`config.mk`:
```
export PLATFORM = sky130hd
export DESIGN_NAME = sseg_scan_ctrl
export DESIGN_NICKNAME = d
export VERILOG_FILES = /design/src/rtl/sseg_scan_ctrl.sv
export SDC_FILE = /design/constraint.sdc
export NUM_CORES = 1
export LEC_CHECK = 0
export ABC_AREA = 1
export CORE_ASPECT_RATIO = 1.2
export CORE_MARGIN = 3
export CORE_UTILIZATION = 45
export DETAILED_ROUTE_END_ITERATION = 7
export PLACE_DENSITY = 0.65
export REMOVE_ABC_BUFFERS = 1
export SYNTH_ARGS = -nofsm -noshare
export SYNTH_HDL_FRONTEND = slang
export SYNTH_SLANG_ARGS = --single-unit
```
`constraint.sdc`:
```
create_clock -name i_clk -period 2.7 [get_ports i_clk]
set_clock_uncertainty 0.15 [all_clocks]
set_input_delay 0.27 -clock i_clk [delete_from_list [all_inputs] [get_ports i_clk]]
set_output_delay 0.27 -clock i_clk [all_outputs]
set_load 0.01 [all_outputs]
```
`src/rtl/sseg_scan_ctrl.sv`:
```
// ---------------------------------------------------------------------------
// sseg_scan_ctrl
// Multiplexed four-digit seven-segment scan controller. Each digit owns a slot
// of SLOT_CYCLES clocks: the digit is driven for the first
// SLOT_CYCLES-GAP_CYCLES clocks, and the last GAP_CYCLES clocks are dead time
// so the segment lines can settle before the next digit is driven.
// New values are captured into a pending register while scanning. They move
// into the display register only at a frame boundary or when scanning stops,
// so a frame is never shown half old and half new.
//
// Ports
//   i_clk        system clock, rising edge
//   i_reset      asynchronous active-high reset
//   i_enable     scanning enabled when high
//   i_data       four hex digits, digit k = i_data[4k+3:4k]
//   i_load       single-cycle strobe capturing i_data
//   i_blank_lz   leading-zero blanking enable
//   o_nibble     digit value for the shared hex-to-seven-segment decoder
//   o_digit_en   one-hot digit enable, active-high
//   o_pending    a loaded value is waiting for the frame boundary
//   o_frame_done one-cycle pulse after the last cycle of a frame
// ---------------------------------------------------------------------------
module sseg_scan_ctrl #(
    parameter int SLOT_CYCLES = 1000,
    parameter int GAP_CYCLES  = 50
) (
    input  logic        i_clk,
    input  logic        i_reset,
    input  logic        i_enable,
    input  logic [15:0] i_data,
    input  logic        i_load,
    input  logic        i_blank_lz,
    output logic [3:0]  o_nibble,
    output logic [3:0]  o_digit_en,
    output logic        o_pending,
    output logic        o_frame_done
);

    localparam int CW = $clog2(SLOT_CYCLES);
    localparam logic [CW-1:0] CNT_LAST = CW'(SLOT_CYCLES - 1);
    // First count value that belongs to the dead-time part of the slot.
    localparam logic [CW-1:0] GAP_START = CW'(SLOT_CYCLES - GAP_CYCLES);

    typedef enum logic [1:0] {
        S_IDLE = 2'd0,
        S_ON   = 2'd1,
        S_GAP  = 2'd2
    } state_t;

    state_t         r_state, w_state_nxt;
    logic [CW-1:0]  r_cnt, w_cnt_nxt, w_cnt_inc;
    logic [1:0]     r_idx, w_idx_nxt;
    logic [15:0]    r_disp, w_disp_nxt;
    logic [15:0]    r_pend, w_pend_nxt;
    logic           r_pending, w_pending_nxt;
    logic [3:0]     r_nibble, w_nibble_nxt;
    logic [3:0]     r_digit_en, w_digit_en_nxt;
    logic           r_frame_done;

    logic           w_scan;
    logic           w_last;
    logic           w_boundary;
    logic           w_leave;
    logic [3:0]     w_sel_nib;
    logic           w_upper_zero;

    assign w_scan     = (r_state != S_IDLE);
    assign w_last     = (r_cnt == CNT_LAST);
    assign w_boundary = w_scan && w_last && (r_idx == 2'd3);
    assign w_leave    = w_scan && !i_enable;
    assign w_cnt_inc  = r_cnt + 1'b1;

    // ---------------- state register ----------------
    always_ff @(posedge i_clk or posedge i_reset) begin
        if (i_reset) begin
            r_state      <= S_IDLE;
            r_cnt        <= '0;
            r_idx        <= '0;
            r_disp       <= '0;
            r_pend       <= '0;
            r_pending    <= 1'b0;
            r_nibble     <= '0;
            r_digit_en   <= '0;
            r_frame_done <= 1'b0;
        end else begin
            r_state      <= w_state_nxt;
            r_cnt        <= w_cnt_nxt;
            r_idx        <= w_idx_nxt;
            r_disp       <= w_disp_nxt;
            r_pend       <= w_pend_nxt;
            r_pending    <= w_pending_nxt;
            r_nibble     <= w_nibble_nxt;
            r_digit_en   <= w_digit_en_nxt;
            r_frame_done <= w_boundary;
        end
    end

    // ---------------- next-state logic ----------------
    always_comb begin
        w_state_nxt = r_state;
        w_cnt_nxt   = r_cnt;
        w_idx_nxt   = r_idx;
        case (r_state)
            S_IDLE: begin
                w_cnt_nxt = '0;
                w_idx_nxt = '0;
                if (i_enable) w_state_nxt = S_ON;
            end
            default: begin
                if (!i_enable) begin
                    w_state_nxt = S_IDLE;
                    w_cnt_nxt   = '0;
                    w_idx_nxt   = '0;
                end else if (w_last) begin
                    w_state_nxt = S_ON;
                    w_cnt_nxt   = '0;
                    w_idx_nxt   = r_idx + 2'd1;
                end else begin
                    w_cnt_nxt   = w_cnt_inc;
                    w_state_nxt = (w_cnt_inc < GAP_START) ? S_ON : S_GAP;
                end
            end
        endcase
    end

    // Display / pending datapath. A load that coincides with the boundary (or
    // with leaving the scan) wins over the older pending value.
    always_comb begin
        w_disp_nxt    = r_disp;
        w_pend_nxt    = r_pend;
        w_pending_nxt = r_pending;
        if (!w_scan) begin
            if (i_load) w_disp_nxt = i_data;
        end else if (w_boundary || w_leave) begin
            if (i_load)         w_disp_nxt = i_data;
            else if (r_pending) w_disp_nxt = r_pend;
            w_pending_nxt = 1'b0;
        end else if (i_load) begin
            w_pend_nxt    = i_data;
            w_pending_nxt = 1'b1;
        end
    end

    // ---------------- output logic ----------------
    // Outputs are computed from the next-cycle state and registered, so they
    // line up with the state they describe and no input reaches a port
    // without passing through a flop.
    always_comb begin
        w_sel_nib    = w_disp_nxt[3:0];
        w_upper_zero = 1'b0;
        case (w_idx_nxt)
            2'd0: begin
                w_sel_nib    = w_disp_nxt[3:0];
                w_upper_zero = 1'b0;
            end
            2'd1: begin
                w_sel_nib    = w_disp_nxt[7:4];
                w_upper_zero = (w_disp_nxt[15:4] == 12'd0);
            end
            2'd2: begin
                w_sel_nib    = w_disp_nxt[11:8];
                w_upper_zero = (w_disp_nxt[15:8] == 8'd0);
            end
            default: begin
                w_sel_nib    = w_disp_nxt[15:12];
                w_upper_zero = (w_disp_nxt[15:12] == 4'd0);
            end
        endcase

        w_nibble_nxt   = r_nibble;
        w_digit_en_nxt = 4'b0000;
        if (w_state_nxt == S_ON) begin
            w_nibble_nxt = w_sel_nib;
            if (!(i_blank_lz && w_upper_zero))
                w_digit_en_nxt = 4'b0001 << w_idx_nxt;
        end
    end

    assign o_nibble     = r_nibble;
    assign o_digit_en   = r_digit_en;
    assign o_pending    = r_pending;
    assign o_frame_done = r_frame_done;

endmodule

```
* Word-level counts from Yosys, hierarchy flattened
Cells that the tools add are included. W data, S select, Z words.
Cells by class: magnitude comparators 1, equal/unequal tests 5, add/subtract/negate cells 2, multiplexer cells 22, reductions and logical operators 15, bitwise operators 1, shift-type cells 1
Operators by type and width (count):
- $mux W16 | 5
- $mux W10 | 3
- $mux W2 | 8
- $logic_not A12 Y1 | 1
- $pmux W4 S3 | 1
- $add A10 B1 Y10 const B | 1
- $eq A10 B10 Y1 const B | 1
- $lt A10 B10 Y1 const B | 1
- $logic_not A8 Y1 | 1
- $mux W4 | 2
- $eq A2 B1 Y1 const B | 2
- $eq A2 B2 Y1 const B | 2
- $logic_and A1 B1 Y1 | 4
- $logic_not A2 Y1 | 2
- $logic_not A4 Y1 | 1
- $reduce_bool A2 Y1 | 2
- $shl A1 B2 Y4 const A | 1
- $pmux W1 S3 | 1
- $reduce_and A3 Y1 | 1
- $add A2 B1 Y2 const B | 1
- $mux W1 | 2
- $reduce_and A2 Y1 | 1
- $logic_not A1 Y1 | 1
- $logic_or A1 B1 Y1 | 1
- $not A1 Y1 | 1
Word-level totals: logic and storage cells 56, flip-flop bits (word level) 56, output and inout port bits 10

* Longest topological paths before layout
depth after elaboration 11, mapped depth 15

* Least setup slack after synthesis
OpenSTA, ideal clock, no wires.
path type flip-flop to flip-flop, start register r_cnt[0], end register r_pend[12], clock period less this slack 1.999 ns, path buffers 2, data arrival time 1.724 ns, required time 2.425 ns, cell stages (with the launch flop) 9, setup slack 0.701 ns, cell sequence dfrtp_1 ha_1 nand2_2 nor2_4 nand3_4 buf_6 nand3_2 buf_2 mux2_2
On the way: longest elaborated chain between the ends 6
Ends and longest elaborated chain:
- start: declaration | line 51 | logic [CW-1:0] r_cnt, w_cnt_nxt, w_cnt_inc;
- start signal: assignment | line 87 | r_cnt <= w_cnt_nxt;
- $eq A10 B10 Y1 | line 68 | assign w_last = (r_cnt == CNT_LAST);
- $logic_and A1 B1 Y1 (2 in a row) | line 69 | assign w_boundary = w_scan && w_last && (r_idx == 2'd3);
- $logic_or A1 B1 Y1 | line 134 | end else if (w_boundary || w_leave) begin
- $not A1 Y1 (no source line)
- $reduce_and A3 Y1 (no source line)
- end signal: assignment | line 90 | r_pend <= w_pend_nxt;
- end: declaration | line 54 | logic [15:0] r_pend, w_pend_nxt;
Every way passes these cells. A chain may end at the register's enable or synchronous reset.

* Worst setup path in the final report
start register r_cnt[0], end register r_digit_en[3] (netlist: o_digit_en[3])
On the way: longest elaborated chain between the ends 11
Ends and longest elaborated chain:
- $eq A10 B10 Y1 | line 68
- $logic_and A1 B1 Y1 (2 in a row) | line 69
- $logic_or A1 B1 Y1 | line 134
- $mux W16 | line 134
- $mux W16 | line 132 | if (!w_scan) begin
- named net w_disp_nxt[5] | line 53 | logic [15:0] r_disp, w_disp_nxt;
- $logic_not A12 Y1 | line 158 | w_upper_zero = (w_disp_nxt[15:4] == 12'd0);
- $pmux W1 S3 | line 151 | case (w_idx_nxt)
- $logic_and A1 B1 Y1 | line 174 | if (!(i_blank_lz && w_upper_zero))
- $mux W4 | line 174
- $mux W4 | line 172 | if (w_state_nxt == S_ON) begin
- named net w_digit_en_nxt[3] | line 57 | logic [3:0] r_digit_en, w_digit_en_nxt;
- end signal: assignment | line 93 | r_digit_en <= w_digit_en_nxt;
- end: declaration | line 57
The timed path passes the listed nets, and every way through them passes these cells.

==> impl_metrics.yaml <==
timing:
  final-setup-viol-count: 0
  report.final.slew_viol_count: 0
  period_share: 0.868
  fmax_mhz: 427
  rsz0062_at_grt: "false"
  hold_violations: 0
  setup_ws_ns: 0.356
  layout_min_cycle_time_ns: 2.34
  tns_ns: 0
  worstMarginPinSlew_ns: 0.705
  slew-limit-headroom: 0.530
placement:
  dpl_worst_slack_ns: 0.220
  dp_hpwl_mm: 5.30
  portBuffers: 30
  place.gp.congestion: 0.871
final_layout:
  synthToLayoutAreaGrowth_pct: 16.4
  fin_util: 0.548
  layout-drive-gt1-share: 0.147
  insertedDiodeCount: 0
  final_nets: 472
flow_run:
  maxCapViolations: 0
power:
  p_sw_uw: 548
  vdd_drop_max_mv: 0.285
  combPwrFrac: 0.206
  p_leak_nw: 1.76
  internal-power_mw: 1.42
  power.share.clock: 0.305
  power_density_nw_per_um2: 521
  switching_share: 0.279
  seqPwrFrac: 0.489
cts:
  cts_sinks: 56
  cts_tree: "built"
  cts.htree.levels: 2
  cts_root_buf: "clkbuf_8"
  clk_pin_slew_ns: 0.10
  clkLatencyLatePin_ns: 0.31
  cts_made_buffers: 5
  cts_hold_buf: 0
  clk_path_buf_depth: 2
floorplan:
  rows: 33
  io_pins: 31
  die_h_um: 99.0
  core-area_um2: 6900
  die_area_um2: 8270
  die_w_um: 83.5
  start_util: 0.470
synth:
  synthCells: 418
  synth_area_leaders: "dfrtp_1 43%, nand2_1 11%, nand3_1 6.0%"
  synth-edff-count: 0
  synth_top_cell_area_share: 0.432
  yosys_warnings: 0
  yosys_most_used_dff: "dfrtp_1"
  synth.distinct_cells: 37
  synth_area_um2: 3240
  post-synth-top-area-cell: "dfrtp_1"
  avgSynthCellArea_um2: 7.76
  synth.ff_latch_count: 56
  async_flop_share: 1.00
  ys_seq_area_frac: 0.432
global_routing:
  grt_pass1_wl_mm: 12.4
  grt.overflow.total: 0
  grt_pass1_vias: 2692
  track_usage: 0.183
  antenna_found_initial: 0
  grt_max_degree: 57
detailed_routing:
  met1_length_mm: 3.20
  top_layer: "met4"
  firstDrtPassIters: 4
  drt-initial-drc-count: 138
  num_vias: 2741
  antenna_left: 0
  wirelength_mm: 7.33
  drc_errors: 0
  routedWlPerCell_um: 13.6
  viasPerCell: 5.10
  met3_length_um: 278
  wl_met2_mm: 3.66
setup_path:
  cp_data_arrival_time_ns: 2.40
  path_max_fanout: 20
  start_kind: "flop"
  worstSetupPathType: "reg -> reg"
  critical_path_required_ns: 2.75
  endpoint_kind: "flop"
hold_path:
  hp-class: "reg -> reg"
outcome:
  run_status: "complete, no violations"
==> final timing paths <==
path                       cells after the start          startpoint  slack, ns                 endpoint
setup / recovery                              14  r_cnt[0]$_DFF_PP0_       0.36  o_digit_en[3]$_DFF_PP0_
hold / removal                                 1  r_cnt[0]$_DFF_PP0_       0.32       r_cnt[0]$_DFF_PP0_
setup reg to reg                              14  r_cnt[0]$_DFF_PP0_       0.36  o_digit_en[3]$_DFF_PP0_
hold reg to reg                                1  r_cnt[0]$_DFF_PP0_       0.32       r_cnt[0]$_DFF_PP0_
max in group asynchronous                      3             i_reset       1.61     r_disp[13]$_DFF_PP0_
min in group asynchronous                      3             i_reset       0.33       r_cnt[4]$_DFF_PP0_
==> cells by family after synthesis <==
| logic type | after synthesis | synth area share |
|---|---|---|
| xor+xnor | 4 | 0.0131 |
| simple gates | 213 | 0.313 |
| compound gates | 69 | 0.121 |
| flops | 56 | 0.432 |
| fa+ha+maj | 2 | 0.00771 |
| buf+inv | 66 | 0.0856 |
| mux | 8 | 0.0278 |
==> layout make-up <==
class | instances | area (µm²)
Clock buffer | 7 | 96.3
Clock inverter | 1 | 30.0
Fill cell | 636 | 3120
Inverter | 52 | 198
Multi-Input combinational cell | 296 | 1570
Sequential cell | 56 | 1400
Tap cell | 87 | 109
Timing Repair Buffer | 38 | 373
==> worst max-delay path: stages, from the launching register on <==
cell and delay, ns:
dfrtp_1 0.38, ha_1 0.23, nand2_2 0.09, nor2_4 0.20, nand3_4 0.20, nand2_4 0.26
nand2_1 0.10, nand3_2 0.08, o21ai_2 0.07, nor2_1 0.15, nand2_1 0.07, nand2_1 0.05
nand3_1 0.07, nand2_2 0.08, nor2_1 0.04
==> through the flow <==
stage	cell area (µm²)	std cells	hold WS, ns	power [mW]
finish	3780	537	0.325	1.97
detailed placement	3640	529	0.318	1.38
CTS	3770	537	0.335	1.98
floorplan	3160	404	0.271	1.23
global route	3780	537	0.353	2.08
global placement	3640	529	0.297	1.38
==> cell usage after synthesis, types with 4 or more instances <==
cell type,number
o211ai_1,7
o21ai_0,33
nand3_2,7
a21boi_0,6
dfrtp_1,56
a21oi_1,17
nor2_4,5
buf_2,7
nor2_1,42
nand2_1,93
nand3_1,39
inv_2,5
nor2_2,4
nand2_2,14
inv_1,45
mux2_2,8
==> metal layers <==
metal	GRT usage	vias up
li1	-	1409
met5	0	-
met1	0.225	1267
met3	0.0284	14
met2	0.324	51
met4	0.0668	0
==> power groups by stage <==
stage | Clock, mW | Combinational, mW | Sequential [mW]
2_1_floorplan | 0 | 0.253 | 0.980
3_3_place_gp | 0 | 0.400 | 0.976
3_5_place_dp | 0 | 0.407 | 0.978
4_1_cts | 0.615 | 0.409 | 0.961
5_1_grt | 0.652 | 0.460 | 0.970
6_report | 0.601 | 0.405 | 0.961
==> layout by cell type, fill, tap and decap left out, drive strengths merged, types with 7 or more instances in the layout <==
master | Yosys | routed
inv | 51 | 51
clkbuf | 3 | 7
clkdlybuf4s50 | 0 | 30
mux2 | 8 | 8
nor2 | 51 | 51
buf | 11 | 8
a21oi | 17 | 17
nand2 | 108 | 108
o211ai | 7 | 7
dfrtp | 56 | 56
o21ai | 35 | 35
nand3 | 47 | 47
==> flip-flops by register name (all words and copies together), names as in the netlist <==
register      count
r_state           2
r_pend           16
o_pending         1
o_digit_en        4
o_nibble          4
r_cnt            10
o_frame_done      1
r_idx             2
r_disp           16
==> repair_timing <==
action,4_1_cts,5_1_grt
setup endpoints to repair,0,3
buffers inserted,0,0
gates resized for setup,0,1
No activity file was read; power rests on OpenSTA's default activity.
